===== config.mk =====
export PLATFORM = sky130hd
export DESIGN_NAME = disp_scan_ctrl
export DESIGN_NICKNAME = d
export VERILOG_FILES = /design/src/rtl/disp_scan_ctrl.sv
export SDC_FILE = /design/constraint.sdc
export NUM_CORES = 1
export LEC_CHECK = 0
export CELL_PAD_IN_SITES_DETAIL_PLACEMENT = 1
export CELL_PAD_IN_SITES_GLOBAL_PLACEMENT = 1
export CORE_MARGIN = 2
export CORE_UTILIZATION = 35
export DETAILED_ROUTE_END_ITERATION = 16
export PLACE_DENSITY = 0.72
export SYNTH_ARGS = -nofsm -noshare
export SYNTH_HDL_FRONTEND = slang
export SYNTH_SLANG_ARGS = --single-unit

===== constraint.sdc =====
create_clock -name clk -period 6.6 [get_ports clk]
set_input_delay 0.99 -clock clk [delete_from_list [all_inputs] [get_ports clk]]
set_output_delay 0.99 -clock clk [all_outputs]
set_load 0.02 [all_outputs]

===== src/rtl/disp_scan_ctrl.sv =====
// Multiplexed 4-group display scanner: optional snapshot handshake, then per slot
// BLANK cycles all-off followed by PRESCALE cycles with one active-low group select.
module disp_scan_ctrl #(
  parameter int PRESCALE = 50000,
  parameter int BLANK    = 16
) (
  input  logic       clk,
  input  logic       rst,
  input  logic       en,
  input  logic       hold,
  input  logic       snap_ack,
  output logic       snap_req,
  output logic [3:0] sel_n,
  output logic [1:0] slot,
  output logic       blank,
  output logic       frame_done
);

  localparam int CMAX = (PRESCALE > BLANK) ? PRESCALE : BLANK;
  localparam int CW   = (CMAX > 1) ? $clog2(CMAX) : 1;
  localparam logic [CW-1:0] BLANK_LAST = CW'(BLANK - 1);
  localparam logic [CW-1:0] SHOW_LAST  = CW'(PRESCALE - 1);

  typedef enum logic [1:0] {IDLE, SNAP, BLNK, SHOW} state_t;

  state_t        state;
  logic [CW-1:0] cnt;
  logic          en_drop;

  function automatic logic [3:0] sel_for(input logic [1:0] s);
    case (s)
      2'd0:    sel_for = 4'b1110;
      2'd1:    sel_for = 4'b1101;
      2'd2:    sel_for = 4'b1011;
      default: sel_for = 4'b0111;
    endcase
  endfunction

  always_ff @(posedge clk or posedge rst) begin
    if (rst) begin
      state      <= IDLE;
      cnt        <= '0;
      en_drop    <= 1'b0;
      snap_req   <= 1'b0;
      sel_n      <= 4'b1111;
      slot       <= 2'd0;
      blank      <= 1'b1;
      frame_done <= 1'b0;
    end else begin
      frame_done <= 1'b0;
      case (state)
        IDLE: begin
          cnt     <= '0;
          en_drop <= 1'b0;
          slot    <= 2'd0;
          sel_n   <= 4'b1111;
          blank   <= 1'b1;
          if (en) begin
            if (!hold) begin
              state    <= SNAP;
              snap_req <= 1'b1;
            end else begin
              state <= BLNK;
            end
          end
        end

        // The request is never withdrawn early; a disable seen here is remembered
        // and honoured once the latch side has acknowledged.
        SNAP: begin
          if (snap_ack) begin
            snap_req <= 1'b0;
            cnt      <= '0;
            en_drop  <= 1'b0;
            state    <= (en_drop || !en) ? IDLE : BLNK;
          end else if (!en) begin
            en_drop <= 1'b1;
          end
        end

        BLNK: begin
          if (!en) begin
            state <= IDLE;
            slot  <= 2'd0;
            cnt   <= '0;
          end else if (cnt == BLANK_LAST) begin
            state <= SHOW;
            cnt   <= '0;
            sel_n <= sel_for(slot);
            blank <= 1'b0;
          end else begin
            cnt <= cnt + 1'b1;
          end
        end

        SHOW: begin
          if (!en) begin
            state <= IDLE;
            slot  <= 2'd0;
            cnt   <= '0;
            sel_n <= 4'b1111;
            blank <= 1'b1;
          end else if (cnt == SHOW_LAST) begin
            cnt   <= '0;
            sel_n <= 4'b1111;
            blank <= 1'b1;
            if (slot == 2'd3) begin
              slot       <= 2'd0;
              frame_done <= 1'b1;
              if (!hold) begin
                state    <= SNAP;
                snap_req <= 1'b1;
              end else begin
                state <= BLNK;
              end
            end else begin
              slot  <= slot + 2'd1;
              state <= BLNK;
            end
          end else begin
            cnt <= cnt + 1'b1;
          end
        end

        default: state <= IDLE;
      endcase
    end
  end

endmodule


* Word-level counts from Yosys, hierarchy flattened
Cells that the tools add are included.
Storage, ports and cells: logic and storage cells 87, flip-flop bits (word level) 28
Operators by class: mux-type cells 46, reduce and logical (&&, ||, !) cells 12, eq/ne operators 19, add/subtract/negate cells 2
Operators with widths (number):
- $mux W16 | 5
- $pmux W16 S4 | 1
- $mux W2 | 13
- $pmux W4 S3 | 2
- $add A16 B1 Y16 const B | 1
- $eq A16 B16 Y1 const B | 1
- $eq A16 B4 Y1 const B | 1
- $mux W1 | 16
- $mux W4 | 4
- $ne A2 B2 Y1 const B | 8
- $ne A3 B3 Y1 const B | 3
- $eq A2 B2 Y1 const B | 4
- $pmux W2 S4 | 1
- $reduce_and A4 Y1 | 2
- $pmux W1 S3 | 2
- $pmux W2 S3 | 1
- $reduce_and A6 Y1 | 1
- $reduce_bool A3 Y1 | 2
- $eq A2 B1 Y1 const B | 2
- $logic_not A2 Y1 | 2
- $reduce_and A3 Y1 | 1
- $add A2 B1 Y2 const B | 1
- $pmux W1 S2 | 1
- $reduce_and A2 Y1 | 1
- other kinds (3) | 3

* Longest topological paths before layout
Gate-level depths: netlist of the first run.
depth in word-level cells 5, gate-level depth with buffers 7

* Least setup slack after synthesis of the first run
OpenSTA, ideal clock, no wires.
path kind input port to flip-flop, start in en, end reg state[1], setup slack 4.190 ns, arrival 2.289 ns, data required time 6.479 ns, stages 6, cell sequence clkbuf_1 > and2_1 > o21ai_0 > o221ai_4 > or3_4 > a22o_1
On the way: word-level cells in the longest chain between the ends 5, elaborated cells between the ends (all ways) 11, classes of those cells 3 x eq/ne; 5 x mux; 3 x reduce/logical
RTL lines:
- start, declared | RTL line 9 | input logic en,
- $logic_not A1 Y1
- $logic_or A1 B1 Y1 | RTL line 75 | state <= (en_drop || !en) ? IDLE : BLNK;
- $mux W2 | RTL line 75
- $mux W2 | RTL line 71 | if (snap_ack) begin
- $pmux W2 S4 | RTL line 51 | case (state)
- end signal, assigned | RTL line 75
- end, declared | RTL line 26 | state_t state;
Several ways; a longest one is shown, not always the timed one. The select of a mux whose other input is x is not followed. A chain may end at the register's enable or synchronous reset.

* Worst setup path in the final report of the first run
start in en, end reg cnt[3]
On the way: word-level cells in the longest chain between the ends 2, elaborated cells between the ends (all ways) 3, classes of those cells 3 x mux
RTL lines:
- $mux W16 (on tied branches) | RTL line 97, 82
- $pmux W16 S4 (*) | RTL line 51
- end signal, assigned | RTL line 92 | cnt <= cnt + 1'b1;
- end signal, assigned | RTL line 121 | cnt <= cnt + 1'b1;
- end, declared | RTL line 27 | logic [CW-1:0] cnt;
Mark *: on every way between the ends. The rest lies on a longest branch, timed or not.

==> results of run 1 <==
[cell type report]
cell class	instances	area share (%)
tap	54	3.48
sequential	28	36.5
multi-input combinational	142	48.7
inverter	10	1.94
clock buffer	4	2.32
timing repair buffer	14	7.10
[worst max-delay path by stage]
| stage | start | to | cells past startpoint |
|---|---|---|---|
| 6_report | en | cnt[3] | 5 |
| 5_1_grt | en | cnt[3] | 5 |
| 4_1_cts | en | cnt[3] | 5 |
| 3_5_place_dp | en | cnt[3] | 5 |
| 3_3_place_gp | en | state[1] | 6 |
| 2_1_floorplan | en | state[1] | 6 |
[cell families after synthesis]
kind of cell | Yosys count | synth area share (%)
adders and majority gates | 10 | 7.36
AOI/OAI and AO/OA | 39 | 17.1
and+or+nand+nor | 86 | 27.4
buffers and inverters | 13 | 2.87
muxes | 2 | 1.18
DFF | 28 | 41.6
xor gates and xnor gates | 5 | 2.58
[per-stage QoR]
step | setup slack, ps | utilization, % | instance area (um^2)
2_1_floorplan | 4190 | - | 1700
3_3_place_gp | 3690 | 40.4 | 1890
3_5_place_dp | 3470 | 40.4 | 1890
4_1_cts | 3710 | 41.3 | 1940
5_1_grt | 3590 | 41.3 | 1940
6_report | 3710 | 41.3 | 1940
[cell usage in the layout (no fill, tap or decap), drive strengths merged, types with 2 or more instances in the layout]
cell type / instances
or4: 5
dfstp: 5
inv: 10
o22ai: 5
nor2: 15
nor4: 2
or3: 3
a31oi: 4
nand3: 15
dfrtp: 23
clkbuf: 4
a21oi: 3
a2111oi: 2
mux2i: 2
nand2: 22
o311ai: 4
nand2b: 6
a22o: 2
nand4: 5
nor2b: 6
xor2: 4
ha: 10
and3: 3
clkdlybuf4s50: 13
o21ai: 12
o2bb2ai: 2
[power by group through the flow]
stage | Combinational, uW | Clock, uW | Sequential, uW
final | 195 | 94.4 | 197
after global routing | 219 | 106 | 200
after CTS | 199 | 99.4 | 197
after detailed placement | 197 | 0 | 200
after global placement | 186 | 0 | 199
after floorplan | 140 | 0 | 200
[Yosys cell counts (3+ instances only)]
cell | instances | area share (%)
sky130_fd_sc_hd__a31oi_1 | 4 | 1.5
sky130_fd_sc_hd__and3_1 | 3 | 1.1
sky130_fd_sc_hd__clkbuf_1 | 3 | 0.66
sky130_fd_sc_hd__dfrtp_1 | 23 | 34
sky130_fd_sc_hd__dfstp_2 | 5 | 7.7
sky130_fd_sc_hd__ha_1 | 10 | 7.4
sky130_fd_sc_hd__inv_1 | 10 | 2.2
sky130_fd_sc_hd__nand2_1 | 22 | 4.9
sky130_fd_sc_hd__nand2b_1 | 6 | 2.2
sky130_fd_sc_hd__nand3_1 | 15 | 4.4
sky130_fd_sc_hd__nand4_1 | 5 | 1.8
sky130_fd_sc_hd__nor2_1 | 15 | 3.3
sky130_fd_sc_hd__nor2b_1 | 6 | 2.2
sky130_fd_sc_hd__o21ai_0 | 12 | 3.5
sky130_fd_sc_hd__o22ai_1 | 5 | 1.8
sky130_fd_sc_hd__o311ai_0 | 4 | 2.1
sky130_fd_sc_hd__or4_1 | 4 | 1.8
sky130_fd_sc_hd__xor2_1 | 4 | 2.1
[sequential cells by signal, indices dropped and copies added (netlist names)]
register and cells:
slot 2, sel_n 4, snap_req 1, blank 1, frame_done 1, en_drop 1
cnt 16, state 2
[worst register-to-register path, stage by stage (launching register included)]
cell and delay, ps:
sky130_fd_sc_hd__dfrtp_1 410, sky130_fd_sc_hd__inv_1 120, sky130_fd_sc_hd__ha_1 520, sky130_fd_sc_hd__o21ai_0 290, sky130_fd_sc_hd__o221ai_4 390, sky130_fd_sc_hd__nand2_1 250, sky130_fd_sc_hd__o311ai_0 480
[routing by layer]
| metal | up-vias | GRT usage [%] | part of all wire (%) |
|---|---|---|---|
| met3 | 4 | 2.06 | 1.8 |
| met5 | - | 0 | 0 |
| met1 | 739 | 20.2 | 43 |
| met2 | 23 | 33.2 | 55 |
| met4 | 0 | 3.64 | 0.68 |
| li1 | 705 | - | - |
==> impl_summary.md, run 1 <==
Synthesis
The netlist area before placement is 1700 um^2. The prevailing post-synth register cell is sky130_fd_sc_hd__dfrtp_1. Counting flops with a built-in enable in the synthesized netlist gives 0. The synthesized netlist cell count is between 150 and 200. The count of cell types in the netlist is 40. When the netlist entered floorplanning its net count stood at between 150 and 200. The post-synthesis area per instance is approximately 9.3 um^2. The synthesized design contains 28 register bits. The proportion of register bits with asynchronous set or reset after synthesis is 100%.

The count of warnings emitted by yosys is 0. The share of the yosys chip area belonging to registers is roughly two fifths.

Die
The floorplan has 25 rows. The horizontal die dimension is between 70 and 80 um. The core area is 4690 um^2. The initial core utilization is between 30% and 40%.

The vertical die dimension is 73.7 um. The total die area is 5430 um^2. In this run the count of I/O pins placed on the die edge is 14.

Run
The tool flagged a number of max-cap violations equal to 0.

Setup path
The maximum net fanout on the critical path is 10. Traced cell by cell, the critical path runs through clkdlybuf4s50_1 > o21ai_0 > o221ai_4 > nand2_1 > o311ai_0. At the worst endpoint, the arrival time is between 3000 and 4000 ps. The worst path buffer plus inverter count is 1.

The category of the most critical setup path is primary input to flop. The worst setup path is captured at a flop. The top cell family by delay on the critical path is compound AO/OA/AOI/OAI gates. The startpoint identified for the worst register-to-register timing path is state[0]. The worst endpoint required time is between 6000 and 7000 ps.

STA classifies the critical path startpoint as a primary input. The cell with the largest stage delay on the worst path is sky130_fd_sc_hd__clkdlybuf4s50_1. The worst-case reg-to-reg path depth is 6.

The terminus of the critical flop-to-flop path is cnt[3]. The reg2reg setup slack is about 4000 ps. The stage delay of the slowest cell on the critical path is approximately 640 ps.

Power
The share of total power dissipated in combinational logic is between 40% and 50%. The switching fraction of total power is 38.5%. The power density over cell area is ~250 nW/um^2.

IR analysis of the VDD net gives a maximum drop of 0.121 mV. The clock share of power is 19.4%. Summed over all nets, the switching power comes to 187 uW. The design draws approximately 490 uW. Summed over all cells, the static leakage comes to 0.000775 uW. Registers are responsible for a little over 40% of the overall power.

The internal power is between 200 and 300 uW.

Drt
For this run, design rule violations remaining after detail routing come to 0. Before antenna repair, the detailed router went through 6 iterations. After detailed routing, the average wire length per cell comes to around 17 um. In the routed layout, each cell is associated on average with a via count of slightly below 6.

The via count is approximately 1500. Once detail routing completed, the nets flagged for antenna violations numbered 0. After the first detailed-routing iteration, the DRC count stood at 51.

The total detailed-routing wirelength is 4280 um.

Global routing
The number of global-route vias before repair is 1565. The first global-routing pass estimated ~7300 um of wire. Global routing consumed, over all layers together, between 15 and 20% of the routing resources. Entering global routing, the biggest net connects 29 pins. The final global-route overflow total is 0. The initial antenna violation count is 0.

STA
The share of the cycle needed by the critical path after routing is a little over two fifths. The max-slew violation count was 0. Hold is met by around 510 ps. Setup violations remaining at the end of the flow were counted as 0.

For this run, the top clock speed supported by timing is 346 MHz. Summed over all failing endpoints, the final setup total negative slack is 0 ps. The pin slew with the least headroom to its limit is roughly 1000 ps. Setup repair after global routing left no endpoint under its margin. Between clock sinks in the finished design, the worst skew comes to ~4.7 ps. The number of failing hold endpoints at the final stage is 0. Headroom to the max-slew limit came out at 30.9%. The final critical-path required period is between 2000 and 3000 ps.

Hold path
The class of the tightest hold or removal check is flop to flop. The critical hold path startpoint is blank. The worst hold path endpoint is blank.

The count of cells along the worst hold path is 2.

Final layout
The fraction of layout cells with a size suffix above 1 is 8.08%. The number of antenna diodes in the final layout is 0. The area growth from synthesis to layout is 14.1%.

After filler insertion, the fill cell instance count of the layout stands at approximately 540. The net count of the finished layout is ~210. Summing all flip-flop and latch instances after layout gives between 700 and 800 um^2.

The non-filler instance count after layout is ~250. The multi-input combinational cells in the finished layout cover a total of between 900 and 1000 um^2.

Clock network
For the worst-skew pair, the clock arrives at the later sink with an insertion delay of 270 ps. The clock tree from TritonCTS is done. The total clock buffers created by CTS is 3.

For this design, the sink count on the clock tree is 28. Once the clock tree was built, the setup fixing pass inserted 0 buffers. For this design, the CTS-stage hold fixing added 0 buffers. The count of cells resized by post-cts repair is 0. CTS built an H-tree with a depth of 1. The clock-pin slew reported for the worst setup and hold paths after clock tree synthesis is ~90 ps.

The root buffer cell chosen for the clock tree is sky130_fd_sc_hd__clkbuf_8. The maximum number of buffers from clock root to sink is 2.

Placed design
Routability-driven placement finished with a final weighted congestion of between 0.8 and 0.9. Once placement completed, the tool counted placed cells totaling about 250. Input and output buffers added on the ports amount to 13. The HPWL after detailed placement is 3310 um.

Outcome
The run finished with clean final reports.
No activity file was read; power rests on OpenSTA's default activity.
==> run 2, diff against run 1 <==
clock period = 2.7 ns   (was 6.6 ns; I/O delays follow)
==> impl_summary.md, run 2 (synthesized netlist as in run 1, its figures left out) <==
Outcome
The run finished with clean final reports.

Die
The region available for standard cell placement spans 4690 um^2. The floorplan has 25 rows. The die covers 5430 um^2. The I/O pin count is 14.

The initial utilization of the core area, before any placement, comes to between 30 and 40%. The floorplan step set the die height to about 74 um. The horizontal die dimension is roughly 74 um.

Setup path
The reg2reg setup slack is around 330 ps. The cell with the largest stage delay on the worst path is sky130_fd_sc_hd__or4_4. The critical path ends at state[1]. On the worst path, the slowest cell contributes a delay of slightly below 600 ps.

The category of the most critical setup path is flop to flop. In this run the worst path has a maximum fanout of 10. The worst endpoint required time is about 2900 ps. STA classifies the critical path endpoint as a flop. The worst register-to-register path ends at state[1]. Traced cell by cell, the critical path runs through or4_4 > nor4_4 > o221ai_4 > or3_4 > a22o_1. The beginning of the worst register-to-register path is cnt[5]. STA classifies the critical path startpoint as a flop. In this run the worst setup path begins at cnt[5].

The worst-case reg-to-reg path depth is 5. STA puts the critical path data arrival time at 2540 ps.

STA
The worst setup skew after layout is 5.91 ps. The worst slew margin relative to its limit is 29.9%. For the pin with the worst max-slew slack, the measured transition is ~1000 ps. The worst hold margin is around 500 ps. The max-slew violation count is 0. The worst path in the final design needs a cycle of 2370 ps, including I/O delays and setup. Of the available clock period, the critical path in the final layout requires between 80% and 90%. Summed over all failing endpoints, the final setup total negative slack is 0 ps. The maximum frequency from static timing analysis is around 420 MHz. The worst path setup slack after routing is 329 ps. Setup repair after global routing left no endpoint under its margin.

The number of failing hold endpoints at the final stage is 0. Setup violations remaining at the end of the flow were counted as 0.

Power
Sequential cells burn roughly 40% of the power. The part of the total power dissipated in combinational logic is around two fifths. The switching power is around 460 uW. The maximum resistive drop on vdd is 0.288 mV.

The power density over cell area is 617 nW/um^2. The clock network burns 19.7% of the power. The internal power is 739 uW. The reported leakage power is just under 0.0008 uW. The switching fraction of total power is between 30% and 40%.

Drt
Once detail routing completed, the nets flagged for antenna violations numbered 0. Using the TritonRoute via totals, the vias-per-cell ratio works out to between 5 and 6. The detail-routed net length per standard cell is ~17 um. The first detailed-routing pass ran for 4 iterations. The DRC violation total after the first TritonRoute iteration is 70. After detailed routing, the number of remaining DRC violations is 0. The final route contains between 1000 and 1500 vias. The total detailed-routing wirelength is around 4300 um.

Final layout
The cell area after layout is 1950 um^2. The top cell types in the final layout, fill and taps aside, are 23 x sky130_fd_sc_hd__dfrtp_1, 22 x sky130_fd_sc_hd__nand2_1, 15 x sky130_fd_sc_hd__nand3_1, 15 x sky130_fd_sc_hd__nor2_1, 13 x sky130_fd_sc_hd__clkdlybuf4s50_1. The register with the most flip-flops in the layout has 16 of them. The library cell used most frequently in the layout, excluding fill and tap cells, is sky130_fd_sc_hd__dfrtp_1.

In the final layout, the registers with the most flip-flops are cnt: 16 flops, sel_n: 4 flops. The net count of the finished layout is 215. Counting flops per register, the top entry is cnt. Relative to the synthesized area, the layout overhead comes to 14.5%. In the final layout, the share of cells above drive strength 1 is under 10%. 0 antenna diodes ended up in the layout.

Placed design
The number of buffers inserted by port buffering is 13. Timing analysis after detailed placement gives a worst setup slack of approximately 170 ps. At the end of routability-driven placement, the weighted congestion stood at 0.828. The half-perimeter wire length after detailed placement is ~3300 um.

Summing all placed instances gives a cell area of 1900 um^2.

Clock network
The number of hold buffers added after CTS was 0. Clock tree synthesis found a total of 28 sinks. The clock tree from TritonCTS is done. The longest clock path from root to sink contains 2 buffers.

The buffer type at the clock tree root is sky130_fd_sc_hd__clkbuf_8. In this run the post-CTS setup repair buffer count came out at 0. The clock reaches the later pin of the worst-skew pair after 270 ps. In this run, post-CTS repair resized a total of 0 instances. The CTS H-tree depth is 1.

In this run, CTS created clock tree buffers numbering 3. The clock-pin slew reported for the worst setup and hold paths after clock tree synthesis is ~100 ps.

Global routing
The aggregate global-route resource usage is around 18%. Summed over all layers, the global routing overflow is 0. The number of global-route vias before repair is about 1600. Entering global routing, the biggest net connects 29 pins. The initial antenna violation count is 0. The first global-routing pass estimated 7610 um of wire.

Hold path
The min-delay analysis places its worst path in the category primary input to asynchronous set/reset pin.

Run
Across the run, the number of max-cap violations was 0.
[run 2: cell types whose count changed in the layout (fill, tap and decap cells not counted), sizes merged]
cell  previous run  this run
buf              1         2
[run 2: worst min path at each step]
stage                     startpoint      end
after floorplan                  rst   cnt[0]
after global placement         blank    blank
after detailed placement       blank    blank
after CTS                        rst  slot[1]
after global routing             rst  cnt[15]
final                            rst   cnt[4]
[run 2: stage by stage]
step / instances / utilization [%] / total power (uW)
after global placement: 249 / 40.5 / 953
after global routing: 253 / 41.5 / 1300
after floorplan: 183 / - / 833
final: 253 / 41.5 / 1200
after detailed placement: 249 / 40.5 / 982
after CTS: 253 / 41.5 / 1220
[run 2: power groups by stage]
stage	combinational (uW)	sequential [uW]	clock, uW
final	483	482	236
after global routing	550	489	265
after CTS	488	483	251
after detailed placement	492	490	0
after global placement	467	486	0
after floorplan	343	490	0
[run 2: worst max-delay path: cells and delay by family (launching register included)]
| family | cells | cell delay (ps) |
|---|---|---|
| and+or+nand+nor | 3 | 1310 |
| AOI/OAI and AO/OA | 2 | 480 |
| DFF | 1 | 480 |
[run 2: final cells by class]
class,instances,area (um^2)
clock buffer,4,45.0
multi-input combinational,142,945
fill,557,2750
sequential,28,707
tap,54,67.6
timing repair buffer,15,145
inverter,10,37.5
[run 2: metal layers]
layer | wire [um] | GRT usage (%)
met1 | 1940 | 22.6
met2 | 2240 | 32.3
met3 | 77 | 2.19
met4 | 25 | 4.65
met5 | 0 | 0
==> run 3, diff against run 2 <==
ABC_AREA = 1   (was unset)
PLACE_DENSITY = 0.74   (was 0.72)
SLEW_MARGIN = 20   (was unset)
==> impl_summary.md, run 3 <==
Power
For this design the static power due to leakage is 0.00109 uW. VDD sags by at most approximately 0.36 mV. In this run the power density over the cells is ~760 nW/um^2.

The overall power after layout is roughly 1600 uW.

Synthesis
In the synthesized netlist the async set-or-reset flop fraction comes to 100%. By instance count, the leading cell after synthesis is sky130_fd_sc_hd__nand2_1. The synthesized netlist net count is 278.

After synthesis, the cell types taking the most area are sky130_fd_sc_hd__dfrtp_1 30%, sky130_fd_sc_hd__nand2_1 17%, sky130_fd_sc_hd__inv_1 8.1%. In the synthesized netlist, the cells that appear most often are 86 x sky130_fd_sc_hd__nand2_1, 41 x sky130_fd_sc_hd__inv_1, 25 x sky130_fd_sc_hd__nor2_1. The mapped netlist covers between 1500 and 2000 um^2. The post-synthesis area per instance is ~7.2 um^2. In this run, distinct cell masters in the synthesized netlist total 29. After synthesis, flip-flops and latches occupy a little under two fifths of the total area. For this run, the leading register cell type out of synthesis is sky130_fd_sc_hd__dfrtp_1.

In this run the biggest area consumer among cell types represents a little over 30% of the synthesized area. The library cell occupying the most area in the post-synthesis netlist is sky130_fd_sc_hd__dfrtp_1. The count of warnings emitted by yosys is 0.

After technology mapping, the gate count stands at 263. The number of enable-type register cells in the synthesized netlist is 0. The flop and latch count out of synthesis is 28.

Setup path
The category of the most critical setup path is flop to flop. The worst endpoint required time is between 2000 and 3000 ps. The maximum net fanout on the critical path is 11. The arrival time at the worst endpoint is slightly above 2000 ps. Tracing the worst setup path back leads to its startpoint at state[1].

STA classifies the critical path endpoint as a flop. The beginning of the worst register-to-register path is state[1]. The nature of the critical path startpoint is a flop.

Die
From left edge to right edge, the die measures slightly below 80 um. The core area is between 5000 and 6000 um^2. The initial utilization of the core area, before any placement, comes to 36.6%.

The floorplan step defined a die boundary enclosing ~6000 um^2. The I/O pin count is 14. The number of cell rows is 26.

The vertical die dimension is between 70 and 80 um.

Clock network
The count of cells resized by post-cts repair is 0. The hold buffer count at CTS is 0. Clock tree synthesis selected as its root buffer the cell sky130_fd_sc_hd__clkbuf_8.

The clock-pin slew reported for the worst setup and hold paths after clock tree synthesis is 110 ps. The maximum number of buffers from clock root to sink is 2. CTS built an H-tree with a depth of 1.

The clock tree from TritonCTS is done. The total clock sinks is 28. The total clock buffers created by CTS is 3.

Buffers added to address setup during post-CTS repair amount to 0. At the later pin of the worst-skew pair, clock insertion delay measures about 280 ps.

Hold path
The critical hold path startpoint is sel_n[1]. The class of the tightest hold or removal check is flop to flop.

STA
On the final layout, the worst clock skew is between 8 and 9 ps. Derived from the worst setup path, the maximum achievable clock frequency is ~540 MHz. The number of failing hold endpoints at the final stage was 0.

For the pin with the worst max-slew slack, the measured transition is approximately 430 ps. The worst hold margin is ~470 ps. The final critical-path required period is roughly 1900 ps. Setup total negative slack on the finished layout was measured at 0 ps. The final-report setup violation count is 0.

After layout, the worst path uses about 70% of the clock period. The worst pin sits at a relative slew slack of just over 70%. The max-slew violation count is 0. Setup repair after global routing left no endpoint under its margin.

Drt
The number of remaining DRC errors is 0. The antenna violation net count after detailed routing is 0. The pre-antenna-repair detailed-routing pass consisted of 4 iterations. The via count is roughly 1600.

The total detailed-routing wirelength is 4390 um. The length of routed met3 wiring is between 60 and 70 um. Wire segments on met2 add up to around 2000 um in the final route. The uppermost layer routed is met4.

The detail-routed net length per standard cell is around 13 um. Using the TritonRoute via totals, the vias-per-cell ratio works out to 4.66. The wire length on met1 is 2230 um. The DRC violation total after the first TritonRoute iteration is between 70 and 80.

Final layout
The filler cells instantiated in the layout total roughly 650. In the layout the commonest cells are 86 x sky130_fd_sc_hd__nand2_1, 41 x sky130_fd_sc_hd__inv_1, 25 x sky130_fd_sc_hd__nor2_1. The finished cells cover about 2100 um^2. The number of diodes is 0. The post-synthesis to final-layout area growth is 12.5%. The largest registers in the layout are cnt: 16 flops, sel_n: 4 flops. The net count of the finished layout is slightly below 300. The register ranked first by flip-flop count is cnt. The leading cell type in the layout, fill and taps excluded is sky130_fd_sc_hd__nand2_1.

The fraction of layout cells with a size suffix above 1 is approximately an eighth. The number of flip-flops in the largest register is 16. The core utilization of the finished layout is 41.2%.

Run
The tool flagged a number of max-cap violations equal to 0.

Global routing
After global routing the overflow that remains totals 0. The aggregate global-route resource usage is approximately 16%. The initial antenna violation count is 0. Entering global routing, the biggest net connects 29 pins.

The first global-routing pass estimated approximately 8000 um of wire. The number of global-route vias before repair is about 1700.

Placed design
The half-perimeter wire length after detailed placement is roughly 3400 um. The number of buffers inserted by port buffering is 13. Routability-driven placement finished with a final weighted congestion of between 0.7 and 0.8. Once placement finished, the instance area stood at around 2100 um^2.

Outcome
The flow ran to the end, and the final reports show no timing, DRC or antenna violations.
run 3: final timing paths:
path                                 end  depth (start not counted)  slack [ps]
worst max-delay path            snap_req                          8         840
worst min-delay path            sel_n[1]                          2         470
worst max register to register  snap_req                          8         840
worst min register to register  sel_n[1]                          2         470
max in group asynchronous       sel_n[1]                          3        1870
min in group asynchronous       snap_req                          3         500
run 3: cells by family after synthesis:
kind of cell,share of synthesized area [%]
AND/OR/NAND/NOR,41.4
buffers and inverters,10.5
flip-flops,37.3
adder cells (fa/ha/maj),6.60
AO/OA/AOI/OAI,3.30
XOR/XNOR,0.924
run 3: area by class of cell:
cell class	count	area, um^2	share of cell area, %
well taps	70	87.6	4.11
clock buffers	4	45.0	2.11
repair buffers	14	138	6.45
flip-flops and latches	28	707	33.1
inverters	44	166	7.80
multi-input cells	188	990	46.4
run 3: per-stage QoR:
| step | std cells | worst slack, ps |
|---|---|---|
| 2_1_floorplan | 263 | 1220 |
| 3_3_place_gp | 344 | 697 |
| 3_5_place_dp | 344 | 602 |
| 4_1_cts | 348 | 820 |
| 5_1_grt | 348 | 637 |
| 6_report | 348 | 844 |
run 3: metal layers:
metal / vias to the layer above / GRT usage, %
met5: - / 0
li1: 844 / -
met1: 763 / 22.5
met4: 0 / 4.29
met3: 4 / 1.86
met2: 10 / 27.1
run 3: report_power, final:
group          internal [uW]  total, uW  leakage [uW]  switching (uW)
registers                526        583      0.000368            56.2
clock network            106        246     0.0000228             140
logic                    293        782      0.000695             489
total                    925       1610       0.00109             686
run 3: critical path, cell delays in order (launching register included):
cell	delay (ps)
sky130_fd_sc_hd__dfrtp_1	410
sky130_fd_sc_hd__inv_1	80
sky130_fd_sc_hd__ha_1	230
sky130_fd_sc_hd__nand2_1	350
sky130_fd_sc_hd__o21ai_0	200
sky130_fd_sc_hd__a211oi_1	280
sky130_fd_sc_hd__nand2_1	100
sky130_fd_sc_hd__nand2_1	70
sky130_fd_sc_hd__nand2_1	40
